--- config.mk ---
export PLATFORM = sky130hd
export DESIGN_NAME = conv_layer_seq
export DESIGN_NICKNAME = d
export VERILOG_FILES = /design/src/rtl/conv_pkg.sv /design/src/rtl/conv_layer_seq.sv
export SDC_FILE = /design/constraint.sdc
export NUM_CORES = 1
export LEC_CHECK = 0
export CORE_MARGIN = 2
export CORE_UTILIZATION = 37
export DETAILED_ROUTE_END_ITERATION = 8
export GPL_TIMING_DRIVEN = 0
export MAX_ROUTING_LAYER = met4
export PLACE_DENSITY = 0.77
export SYNTH_ARGS = -nofsm -noshare
export SYNTH_HDL_FRONTEND = slang
export SYNTH_SLANG_ARGS = --single-unit
--- constraint.sdc ---
create_clock -name clk_in -period 2.5 [get_ports clk_in]
set_input_delay 0.375 -clock clk_in [delete_from_list [all_inputs] [get_ports clk_in]]
set_output_delay 0.375 -clock clk_in [all_outputs]
set_load 0.1 [all_outputs]
--- src/rtl/conv_pkg.sv ---
// Shared definitions for the convolution layer sequencer: FSM states and default map dimensions.
package conv_pkg;

    typedef enum logic [2:0] {
        IDLE,
        CLR,
        STREAM,
        DRAIN,
        NEXT,
        FIN
    } state_e;

    localparam int DEF_IMG_W     = 96;
    localparam int DEF_IMG_H     = 96;
    localparam int DEF_OUT_W     = 88;
    localparam int DEF_OUT_H     = 88;
    localparam int DEF_NUM_CH    = 13;
    localparam int DEF_DRAIN_MAX = 2048;
    localparam int NUM_OUT       = DEF_OUT_W * DEF_OUT_H;

    localparam int RD_AW  = 14;
    localparam int SAVE_W = 13;
    localparam int CH_W   = 4;

endpackage

--- src/rtl/conv_layer_seq.sv ---
// Sequences one convolution layer: streams the input map once per output channel and writes engine results.
// Optional drain watchdog enabled by defining CONV_SEQ_WATCHDOG_EN.
module conv_layer_seq
    import conv_pkg::*;
#(
    parameter int IMG_W     = DEF_IMG_W,
    parameter int IMG_H     = DEF_IMG_H,
    parameter int OUT_W     = DEF_OUT_W,
    parameter int OUT_H     = DEF_OUT_H,
    parameter int NUM_CH    = DEF_NUM_CH,
    parameter int DRAIN_MAX = DEF_DRAIN_MAX
) (
    input  logic                     clk_in,
    input  logic                     rst_n,
    input  logic                     req,
    output logic                     busy,
    output logic                     done,
    output logic                     err,
    output logic                     rd_en,
    output logic [RD_AW-1:0]         rd_addr,
    input  logic signed [15:0]       pix_in,
    output logic                     eng_clr,
    output logic                     eng_start,
    output logic signed [15:0]       eng_map,
    input  logic                     eng_save,
    input  logic signed [15:0]       eng_data,
    output logic                     wr_en,
    output logic [CH_W-1:0]          wr_ch,
    output logic [SAVE_W-1:0]        wr_addr,
    output logic [15:0]              wr_data
);

    localparam int                PIX_CNT   = IMG_W * IMG_H;
    localparam int                OUT_CNT   = OUT_W * OUT_H;
    localparam logic [RD_AW-1:0]  LAST_ADDR = RD_AW'(PIX_CNT - 1);
    localparam logic [SAVE_W-1:0] SAVE_FULL = SAVE_W'(OUT_CNT);
    localparam logic [CH_W-1:0]   LAST_CH   = CH_W'(NUM_CH - 1);

    state_e              state_q, state_d;
    logic [RD_AW-1:0]    rd_addr_q, rd_addr_d;
    logic [SAVE_W-1:0]   save_cnt_q, save_cnt_d;
    logic [CH_W-1:0]     ch_q, ch_d;
    logic                started_q, started_d;
    logic                in_run;
    logic                save_full;
    logic                save_ok;
    logic                timeout;

`ifdef CONV_SEQ_WATCHDOG_EN
    localparam int DW = $clog2(DRAIN_MAX + 2);
    logic [DW-1:0] drain_cnt_q, drain_cnt_d;
    logic          err_q, err_d;
`endif

    // started_q marks that read data is arriving, one cycle behind the first rd_en
    always_comb begin
        in_run     = (state_q == STREAM) || (state_q == DRAIN);
        save_full  = (save_cnt_q == SAVE_FULL);
        save_ok    = in_run && eng_save && !save_full;
`ifdef CONV_SEQ_WATCHDOG_EN
        timeout    = (state_q == DRAIN) && !save_full && (drain_cnt_q == DW'(DRAIN_MAX));
`else
        timeout    = 1'b0;
`endif

        state_d    = state_q;
        rd_addr_d  = rd_addr_q;
        save_cnt_d = save_cnt_q + {{(SAVE_W-1){1'b0}}, save_ok};
        ch_d       = ch_q;
        started_d  = started_q;

        case (state_q)
            IDLE: begin
                if (req) begin
                    ch_d    = '0;
                    state_d = CLR;
                end
            end
            CLR: begin
                rd_addr_d  = '0;
                save_cnt_d = '0;
                started_d  = 1'b0;
                state_d    = STREAM;
            end
            STREAM: begin
                started_d = 1'b1;
                if (save_full) begin
                    state_d = NEXT;
                end else if (rd_addr_q == LAST_ADDR) begin
                    state_d = DRAIN;
                end else begin
                    rd_addr_d = rd_addr_q + 1'b1;
                end
            end
            DRAIN: begin
                if (save_full) begin
                    state_d = NEXT;
                end else if (timeout) begin
                    state_d = FIN;
                end
            end
            NEXT: begin
                save_cnt_d = '0;
                if (ch_q < LAST_CH) begin
                    ch_d    = ch_q + 1'b1;
                    state_d = CLR;
                end else begin
                    state_d = FIN;
                end
            end
            FIN: begin
                state_d = IDLE;
            end
            default: begin
                state_d = IDLE;
            end
        endcase

        busy      = (state_q != IDLE);
        done      = (state_q == FIN);
        rd_en     = (state_q == STREAM);
        rd_addr   = rd_addr_q;
        eng_clr   = (state_q == CLR);
        eng_start = in_run && started_q && !save_full && !timeout;
        eng_map   = ((state_q == STREAM) && started_q) ? pix_in : 16'sd0;
        wr_en     = save_ok;
        wr_ch     = ch_q;
        wr_addr   = save_cnt_q;
        wr_data   = save_ok ? $unsigned(eng_data) : 16'd0;
    end

    always_ff @(posedge clk_in) begin
        if (!rst_n) begin
            state_q    <= IDLE;
            rd_addr_q  <= '0;
            save_cnt_q <= '0;
            ch_q       <= '0;
            started_q  <= 1'b0;
        end else begin
            state_q    <= state_d;
            rd_addr_q  <= rd_addr_d;
            save_cnt_q <= save_cnt_d;
            ch_q       <= ch_d;
            started_q  <= started_d;
        end
    end

`ifdef CONV_SEQ_WATCHDOG_EN
    // Counts cycles spent in DRAIN; err stays set until reset
    always_comb begin
        drain_cnt_d = (state_q == DRAIN) ? drain_cnt_q + 1'b1 : '0;
        err_d       = err_q || timeout;
    end

    always_ff @(posedge clk_in) begin
        if (!rst_n) begin
            drain_cnt_q <= '0;
            err_q       <= 1'b0;
        end else begin
            drain_cnt_q <= drain_cnt_d;
            err_q       <= err_d;
        end
    end

    assign err = err_q;
`else
    assign err = 1'b0;
`endif

endmodule

==> out/qor.yml <==
synth_area_leaders: "dfxtp_1 33%, and3_1 5.8%, and2_1 5.5%"
multi_input_area_um2: 1360
clock_path_buffers: 2
num_rows: 27
maxCapViolations: 0
first_iter_violations: 141
finish.instance_area_um2: 3430
status: "finished, final reports clean"
regToRegEndpoint: "wr_addr[12]$_SDFF_PP0_"
synth_top_area_share_pct: 32.6
yosysTopAreaCell: "dfxtp_1"
crit_path_start_kind: "register"
min_to: "rd_addr[13]$_SDFFE_PN0P_"
via_per_inst: 5.28
timing.fmax_mhz: 415
syn_nets: 304
p_leak_nw: 1.39
tightest_slew_ps: 985
antenna_cells: 0
ff_latch_area_um2: 749
grtUsageMet3_pct: 5.28
critPathKind: "reg -> out"
grt_max_degree: 19
hold_viol: 0
required_ps: 2120
fin_ws_ps: 90.8
cts.sinks: 35
dr.pass1.iters: 5
drive_gt1_share_pct: 27.7
ys_seq_area_share_pct: 32.6
synth_mux_area_share_pct: 3.26
ff2ff_path_depth: 9
rrSetupSlack_ps: 120
ctsHoldBuffers: 0
setup_viol_count_final: 0
cp_slowest_cell: "or3b_1"
power_density_nw_per_um2: 409
initial_utilization_pct: 38.8
synthArstFlopShare_pct: 0
rsz0062_at_grt: "true"
setup_tns_ps: 0
htree_levels: 2
crit_chain: "buf_6 -> or3b_1 -> buf_6 -> clkinv_4 -> buf_4 -> and3_2 -> buf_4"
r2r-start: "wr_addr[6]$_SDFF_PP0_"
avgSynthCellArea_um2: 8.13
cp_max_fo: 18
timing.final.max_slew_violations: 0
pin_count: 106
worstHoldPathCells: 2
ctsRootBufferMaster: "clkbuf_8"
syn_area_um2: 2150
pre_cts_ws_ps: -776
ir_drop_uv: 287
dp_hpwl_um: 4770
drt-total-wl_um: 6210
arrival_ps: 2030
end_kind: "output pin"
synthSimpleGateAreaFrac_pct: 40.6
dpl_cell_area_um2: 3400
fillers: 490
num-nets-final: 414
drc: 0
fin_util_pct: 62.0
grt_usage_pct: 19.2
place.gp.congestion: 0.834
grt_use_met2_pct: 31.8
synthFlopType: "dfxtp_1"
cp_slowest_stage_delay_ps: 360
hold_path.class: "reg -> reg"
synth-xor-area-share_pct: 3.67
numCtsBuffers: 5
grt_pass1_wl_um: 9740
io_buffers: 104
wl_per_cell_um: 13.9
synth_compound_area_share_pct: 10.3
path_delay_family: "buffers and inverters"
dieWidth_um: 80.2
worst-path-buf-inv: 5
min_period_ps: 2410
busiest_layer: "met2"
min_period_over_period_pct: 96.4
clkTransAtPathRegs_ps: 70
synth_top_family_by_area: "simple AND/OR/NAND/NOR gates"
antenna_found_initial: 0
relSlewSlack_pct: 34.1
synth_edf_count: 0
cts_tree: "yes"
routed-via-count: 2359
clk-insertion-delay-late_ps: 290
grt_overflow_total: 0
holdCritStartpoint: "rd_addr[13]$_SDFFE_PN0P_"
grt_pass1_vias: 2138
die_y_um: 80.2
core_um2: 5540
synth-adder-area-share_pct: 2.33
postRouteAntennaNets: 0
die_area_um2: 6430
fin_skew_ps: 9.25
synthCells: 264
ys_warn_count: 0
gr-usage-met1_pct: 23.7
yosysUniqueCellTypes: 52
area_growth_pct: 59.9
ys_ff_latch: 35
area by class of cell:
type	instances	area share, %
buffer	15	3.68
clock buffer	5	2.00
clock inverter	3	1.38
inverter	8	1.02
multi-input combinational	204	39.7
sequential	35	21.8
tap	72	2.62
timing repair buffer	105	27.7
worst min-delay path: stages (launching register included):
cell and delay, ps:
dfxtp_1 330, nand3_1 70, mux2i_1 60
cell families after synthesis:
group / count (synthesis)
other: 1
muxes: 7
buffers and inverters: 25
adders and majority gates: 4
xor gates and xnor gates: 9
DFF: 35
and+or+nand+nor: 151
AOI/OAI and AO/OA: 32
cells in the final DEF, fill, tap and decap left out, types with 2 or more instances in the layout:
cell type / instances
clkdlybuf4s50_1: 66
nand2_1: 22
dfxtp_1: 22
nor2_1: 20
buf_2: 19
nand3_1: 14
buf_6: 13
buf_4: 13
dfxtp_4: 13
and3_1: 12
nand4_1: 11
and2_1: 10
and2_2: 9
and3_2: 9
a21oi_1: 8
mux2i_1: 7
inv_1: 6
nand2b_1: 6
or3_1: 6
xor2_1: 5
clkbuf_8: 5
nor3_1: 4
clkbuf_1: 4
and4_1: 4
nor4_1: 4
o211ai_1: 4
a31oi_1: 4
o21ai_0: 4
xnor2_1: 4
or4_1: 3
ha_1: 3
clkinv_4: 2
nor3_2: 2
dlygate4sd2_1: 2
worst max-delay path by stage:
stage / from / endpoint / slack (ps) / cells after the start
global route: wr_addr[10]$_SDFF_PP0_ / wr_addr[12]$_SDFF_PP0_ / -10 / 9
CTS: wr_addr[4]$_SDFF_PP0_ / wr_data[14] / 0.4 / 7
finish: state_q[1]$_SDFFE_PN0P_ / eng_map[7] / 90 / 7
floorplan: wr_addr[8]$_SDFF_PP0_ / wr_addr[12]$_SDFF_PP0_ / -200 / 10
global placement: state_q[1]$_SDFFE_PN0P_ / eng_map[14] / -770 / 8
detailed placement: state_q[1]$_SDFFE_PN0P_ / eng_map[14] / -780 / 8
synth_stat cells (3+ instances only):
cell type / instances
dfxtp_1: 35
nand2_1: 22
and3_1: 20
nor2_1: 20
and2_1: 19
nand3_1: 15
nand4_1: 11
a21oi_1: 8
mux2i_1: 7
clkbuf_1: 6
inv_1: 6
nand2b_1: 6
nor3_1: 6
or3_1: 6
buf_6: 5
nor4_1: 5
xor2_1: 5
a31oi_1: 4
and4_1: 4
ha_1: 4
o211ai_1: 4
o21ai_0: 4
xnor2_1: 4
buf_2: 3
buf_4: 3
or4_1: 3
what timing repair did:
action | CTS | global route
resized for setup | 197 | 13
buffers inserted | 1 | 0
pin swaps | 1 | 0
setup endpoints to repair | 47 | 15
sequential cells by signal, summed over array words and instances (netlist names):
| name | count |
|---|---|
| wr_ch | 4 |
| rd_addr | 14 |
| started_q | 1 |
| wr_addr | 13 |
| state_q | 3 |
through the flow:
step           std cells  hold slack, ps  power, W
2_1_floorplan        264             520  0.000791
3_3_place_gp         440             480  0.000898
3_5_place_dp         440             491  0.000901
4_1_cts              447             504   0.00141
5_1_grt              447             526   0.00147
6_report             447             500   0.00140
per-layer routing:
metal / vias up / part of all wire, %
met4: 0 / 0.35
met2: 91 / 50
met5: - / 0
met3: 2 / 8.3
met1: 1091 / 42
li1: 1175 / -
power breakdown:
part           total (W)  leakage [nW]  internal (W)  switching, W
registers       0.000558         0.293      0.000550    0.00000834
clock network   0.000525        0.0587      0.000302      0.000223
logic           0.000321          1.04      0.000104      0.000217
(Power assumes the default switching activity.)
==> variant 1, RTL diff (same flow settings) <==
Change the package constant `RD_AW` from 14 to 12.
--- a/src/rtl/conv_pkg.sv
+++ b/src/rtl/conv_pkg.sv
@@ -18,7 +18,7 @@
     localparam int DEF_DRAIN_MAX = 2048;
     localparam int NUM_OUT       = DEF_OUT_W * DEF_OUT_H;
 
-    localparam int RD_AW  = 14;
+    localparam int RD_AW  = 12;
     localparam int SAVE_W = 13;
     localparam int CH_W   = 4;
 
Ports: changed (resized rd_addr); port bits go from 106 to 104. No check against the original RTL was run, so the function may have changed too.
==> variant 1 against the unedited design <==
The run now ends with setup timing left. Routed wire length increased by 3.5%. Count of clock-buffer cells in the layout increased by 1. Non-clock buffer count increased by 3. Worst setup slack got worse by 0.29 ns. Via count decreased by 4.0%. Sequential cell count decreased by 2. Cell area increased by 7.6%. Sequential share of layout area decreased by 3.0 points. Register-to-register slack got worse by 0.19 ns. Global-route usage increased by 2.4 points. Area after synthesis decreased by 7.7%. Critical path type unchanged.
Power is not compared: it rests on default switching activity, and its combinational part moved more than twofold at a synthesized area within 25%.
==> variant 1: results (changes against the unedited design) <==
Placement
  – Hpwl dp: 4127 µm (was 4771 µm)
  – Post-DP Area: 0.003202 mm² (was 0.003403 mm²)
  – Port Buf Inserts: 102 (was 104)

Synth
  – Area contributors post-synth: dfxtp_1, and3_1, or3_1, and2_4, nor2_1 (was dfxtp_1, and3_1, and2_1, nand2_1, nand3_1)
  – Syn nets: 273 (was 304)
  – Post-Synth Adder-Cell Area: 2.525% (was 2.331%)
  – XOR/XNOR share of the synthesized area: 4.861% (was 3.671%)
  – Sequential fraction of the synthesis area: 33.33% (was 32.63%)
  – Compound-gate portion of the synthesized area: 9.848% (was 10.26%)
  – Post-synthesis mux area share: 2.020% (was 3.263%)

STA
  – Worst setup margin: -0.1993 ns (was 0.09080 ns)
  – Final Skew: 0.008715 ns (was 0.009253 ns)
  – Total negative slack: -1.859 ns (was 0 ns)
  – Final Setup Violations: 22 (was 0)

Global routing
  – Largest net degree at the start of global routing: 11 (was 19)
  – First-pass GRT wire length: 10280 µm (was 9735 µm)
  – Vias in the first global route: 2151 (was 2138)

Drt
  – Router iterations before antenna repair: 4 (was 5)
  – Vias/cell: 5.342 (was 5.277)

Hold path
  – Worst Hold Endpoint: rd_addr[11]$_SDFFE_PN0P_ (was rd_addr[13]$_SDFFE_PN0P_)
  – Hold Path Origin: rd_addr[11]$_SDFFE_PN0P_ (was rd_addr[13]$_SDFFE_PN0P_)

Final layout
  – Share of layout cells above drive strength 1: 33.62% (was 27.73%)
  – Nets: 394 (was 414)
  – Max reg flops: 13 (was 14)

Setup path
  – Worst reg2reg setup slack: -0.07 ns (was 0.12 ns)
  – Worst R2R Path Depth: 11 (was 9)

Outcome
  – Failing checks: setup timing
  – Outcome: finished, violations left (was complete, no violations)
## variant 1: changes by cell type after synthesis, sizes merged, moves of 5 or more
| cell | before | now |
|---|---|---|
| and4 | 6 | 1 |
| buf | 11 | 6 |
| nand2 | 23 | 16 |
| or3 | 6 | 14 |
## variant 1: how the worst max path moves through the flow
| stage | start | end | slack (ns) | depth (start not counted) |
|---|---|---|---|---|
| 3_5_place_dp | wr_addr[1]$_SDFF_PP0_ | wr_data[14] | -0.63 | 6 |
| 4_1_cts | wr_addr[1]$_SDFF_PP0_ | wr_data[13] | -0.17 | 7 |
| 6_report | wr_addr[4]$_SDFF_PP0_ | wr_data[15] | -0.20 | 7 |
| 5_1_grt | wr_addr[4]$_SDFF_PP0_ | wr_data[15] | -0.24 | 7 |
| 2_1_floorplan | wr_addr[6]$_SDFF_PP0_ | wr_addr[12]$_SDFF_PP0_ | -0.06 | 10 |
| 3_3_place_gp | wr_addr[1]$_SDFF_PP0_ | wr_data[9] | -0.61 | 6 |
## variant 1: critical path, stage by stage (launching register included)
cell      delay, ns
dfxtp_4        0.35
or4b_4         0.56
nor4_4         0.30
and4bb_4       0.27
buf_6          0.14
buf_6          0.11
and2_4         0.15
buf_12         0.16
## variant 1: power breakdown
| group | switching, W | internal, W | total (W) |
|---|---|---|---|
| Clock | 0.000190 | 0.000189 | 0.000379 |
| Sequential | 0.0000299 | 0.000543 | 0.000573 |
| Combinational | 0.000716 | 0.000374 | 0.00109 |
## variant 1: per-layer routing
| layer | wire [µm] | vias up | track usage, % | share of wire, % |
|---|---|---|---|---|
| li1 | - | 1101 | - | - |
| met1 | 2634 | 1053 | 26.39 | 41 |
| met2 | 3226 | 92 | 36.35 | 50 |
| met3 | 343 | 19 | 2.118 | 5.3 |
| met4 | 225 | 0 | 8.929 | 3.5 |
| met5 | 0 | - | - | 0 |
## variant 1: cell type report
class                      instances  area, µm²  share of cell area (%)
timing repair buffer             115       1365                   36.96
multi-input combinational        179       1354                   36.65
sequential                        33      696.9                   18.87
tap                               70      87.58                   2.371
clock buffer                       6      72.57                   1.965
buffer                             8      63.81                   1.728
inverter                          12      48.80                   1.321
clock inverter                     1      5.005                  0.1355
## variant 1: through the flow
step	total power, W	hold slack, ns	util, %	std cells	setup slack (ns)
3_3_place_gp	0.001535	0.4831	62.29	405	-0.6060
3_5_place_dp	0.001538	0.4907	62.29	405	-0.6337
6_report	0.002041	0.5059	71.86	424	-0.1993
5_1_grt	0.002133	0.5331	71.86	424	-0.2366
2_1_floorplan	0.001303	0.5471	-	233	-0.06242
4_1_cts	0.002037	0.4989	69.64	422	-0.1710
## variant 1: timing repair
item,4_1_cts,5_1_grt
pin swaps,21,7
setup buffers,10,3
resized for setup,285,30
endpoints found under the setup margin,39,48
cloned,1,0
==> variant 2, RTL diff (same flow settings) <==
Without the edit above. `rd_addr_q` and `ch_q` no longer have a reset.
--- a/src/rtl/conv_layer_seq.sv
+++ b/src/rtl/conv_layer_seq.sv
@@ -132,17 +132,18 @@
     always_ff @(posedge clk_in) begin
         if (!rst_n) begin
             state_q    <= IDLE;
-            rd_addr_q  <= '0;
             save_cnt_q <= '0;
-            ch_q       <= '0;
             started_q  <= 1'b0;
         end else begin
             state_q    <= state_d;
-            rd_addr_q  <= rd_addr_d;
             save_cnt_q <= save_cnt_d;
-            ch_q       <= ch_d;
             started_q  <= started_d;
         end
+    end
+
+    always_ff @(posedge clk_in) begin
+        rd_addr_q <= rd_addr_d;
+        ch_q      <= ch_d;
     end
 
 `ifdef CONV_SEQ_WATCHDOG_EN
Function: differs if rst_n is asserted again (counterexample within 4 cycles, from zero or initial values and one cycle with rst_n low); with rst_n held inactive, the same outputs for 10 cycles.
==> variant 2 against the unedited design <==
Area after synthesis fell by 7.6%. Worst setup slack lost 0.0076 ns. Cell area shrank 1.1%. Cell count down 11%. Critical path depth is 1 lower. Routed wire length down 10%. First-iteration DRC count fell by 25%. Sequential cell count unchanged. Register-to-register slack worse by 0.03 ns. Clock skew grew 0.0024 ns. Largest cell class is now non-clock buffers.
Power is not compared: it rests on default switching activity, and its combinational part moved more than twofold at a synthesized area within 25%.
==> variant 2: results (changes against the unedited design) <==
Outcome
  – Outcome: complete, no violations (unchanged)

Synth
  – Number of synthesized flops with an enable pin: 18 (was 0)
  – Sequential fraction of the synthesis area: 44.39% (was 32.63%)
  – Syn nets: 255 (was 304)
  – Top cells by count, synth: nor2_1, edfxtp_1, and2_1, and3_1, dfxtp_1 (was dfxtp_1, nand2_1, and3_1, nor2_1, and2_1)
  – Synth cell types: 39 (was 52)
  – Area contributors post-synth: edfxtp_1, dfxtp_1, and2_1, and3_1, xnor2_1 (was dfxtp_1, and3_1, and2_1, nand2_1, nand3_1)

Setup path
  – Crit-path max FO: 11 (was 18)
  – Max stage delay on crit path: 0.56 ns (was 0.36 ns)
  – Reg2reg start: state_q[2]$_SDFFE_PN0P_ (was wr_addr[6]$_SDFF_PP0_)
  – Worst reg2reg setup slack: 0.09 ns (was 0.12 ns)

Clock tree
  – Post-cts resize count: 238 (was 197)
  – Setup bufs post-CTS: 3 (was 1)

Placement
  – GP Congestion: 0.8226 (was 0.8341)
  – Hpwl dp: 4248 µm (was 4771 µm)
  – Placed cell count: 389 (was 440)
  – Post-DP Area: 0.003242 mm² (was 0.003403 mm²)

Global routing
  – First-pass GRT wire length: 9004 µm (was 9735 µm)
  – Total GRT Usage: 19.05% (was 19.22%)
  – Largest net degree at the start of global routing: 15 (was 19)
  – GR Util met2: 31.39% (was 31.75%)
  – Met3 Track Usage GR: 4.118% (was 5.281%)

Drt
  – Via count: 1990 (was 2359)
  – DRT iter0 DRCs: 106 (was 141)

Final layout
  – Post-layout instance count excluding filler cells: 400 (was 447)
  – Layout area overhead: 71.12% (was 59.91%)
  – Fillers: 459 (was 490)
  – Nets: 369 (was 414)

Hold path
  – Hold Path Origin: wr_addr[12]$_SDFF_PP0_ (was rd_addr[13]$_SDFFE_PN0P_)

STA
  – Hold slack: 0.5373 ns (was 0.5004 ns)
[variant 2: worst max-delay path by stage]
stage / start / end / slack (ns) / cells past startpoint
floorplan: wr_addr[7]$_SDFF_PP0_ / wr_addr[12]$_SDFF_PP0_ / -0.31 / 10
global placement: eng_save / wr_data[13] / -0.70 / 5
detailed placement: eng_save / wr_data[8] / -0.71 / 5
CTS: wr_addr[8]$_SDFF_PP0_ / wr_data[8] / -0.08 / 6
global route: state_q[2]$_SDFFE_PN0P_ / wr_addr[12]$_SDFF_PP0_ / -0.07 / 9
finish: wr_addr[8]$_SDFF_PP0_ / wr_data[6] / 0.08 / 6
[variant 2: worst max-delay path: cells and delay by family (launching register included)]
family,cells,cell delay (ns)
flip-flops,1,0.37
buffers and inverters,2,0.31
AND/OR/NAND/NOR,4,1.09
[variant 2: cell type report]
class	count	share of cell area, %
plain buffers	8	1.621
clock buffers	6	2.137
clock inverters	2	0.3685
inverters	10	1.105
multi-input cells	162	32.98
flip-flops and latches	35	27.12
well taps	70	2.579
repair buffers	107	32.09
[variant 2: through the flow]
step / power, W / worst slack [ns]
floorplan: 0.001378 / -0.3052
global placement: 0.001598 / -0.6977
detailed placement: 0.001612 / -0.7104
CTS: 0.002021 / -0.07531
global route: 0.002092 / -0.06644
finish: 0.002011 / 0.08317
[variant 2: metal layers]
| layer | routed length, µm | share of wire [%] |
|---|---|---|
| met4 | 44 | 0.79 |
| met3 | 234 | 4.2 |
| met2 | 2743 | 49 |
| met1 | 2542 | 46 |
| met5 | 0 | 0 |
[variant 2: logic make-up after synthesis]
family	Yosys count	synth area share [%]
buf+inv	18	3.972
flops	35	44.39
xor+xnor	20	8.827
simple gates	116	33.92
fa+ha+maj	4	2.522
compound gates	21	6.179
other cells	1	0.1890
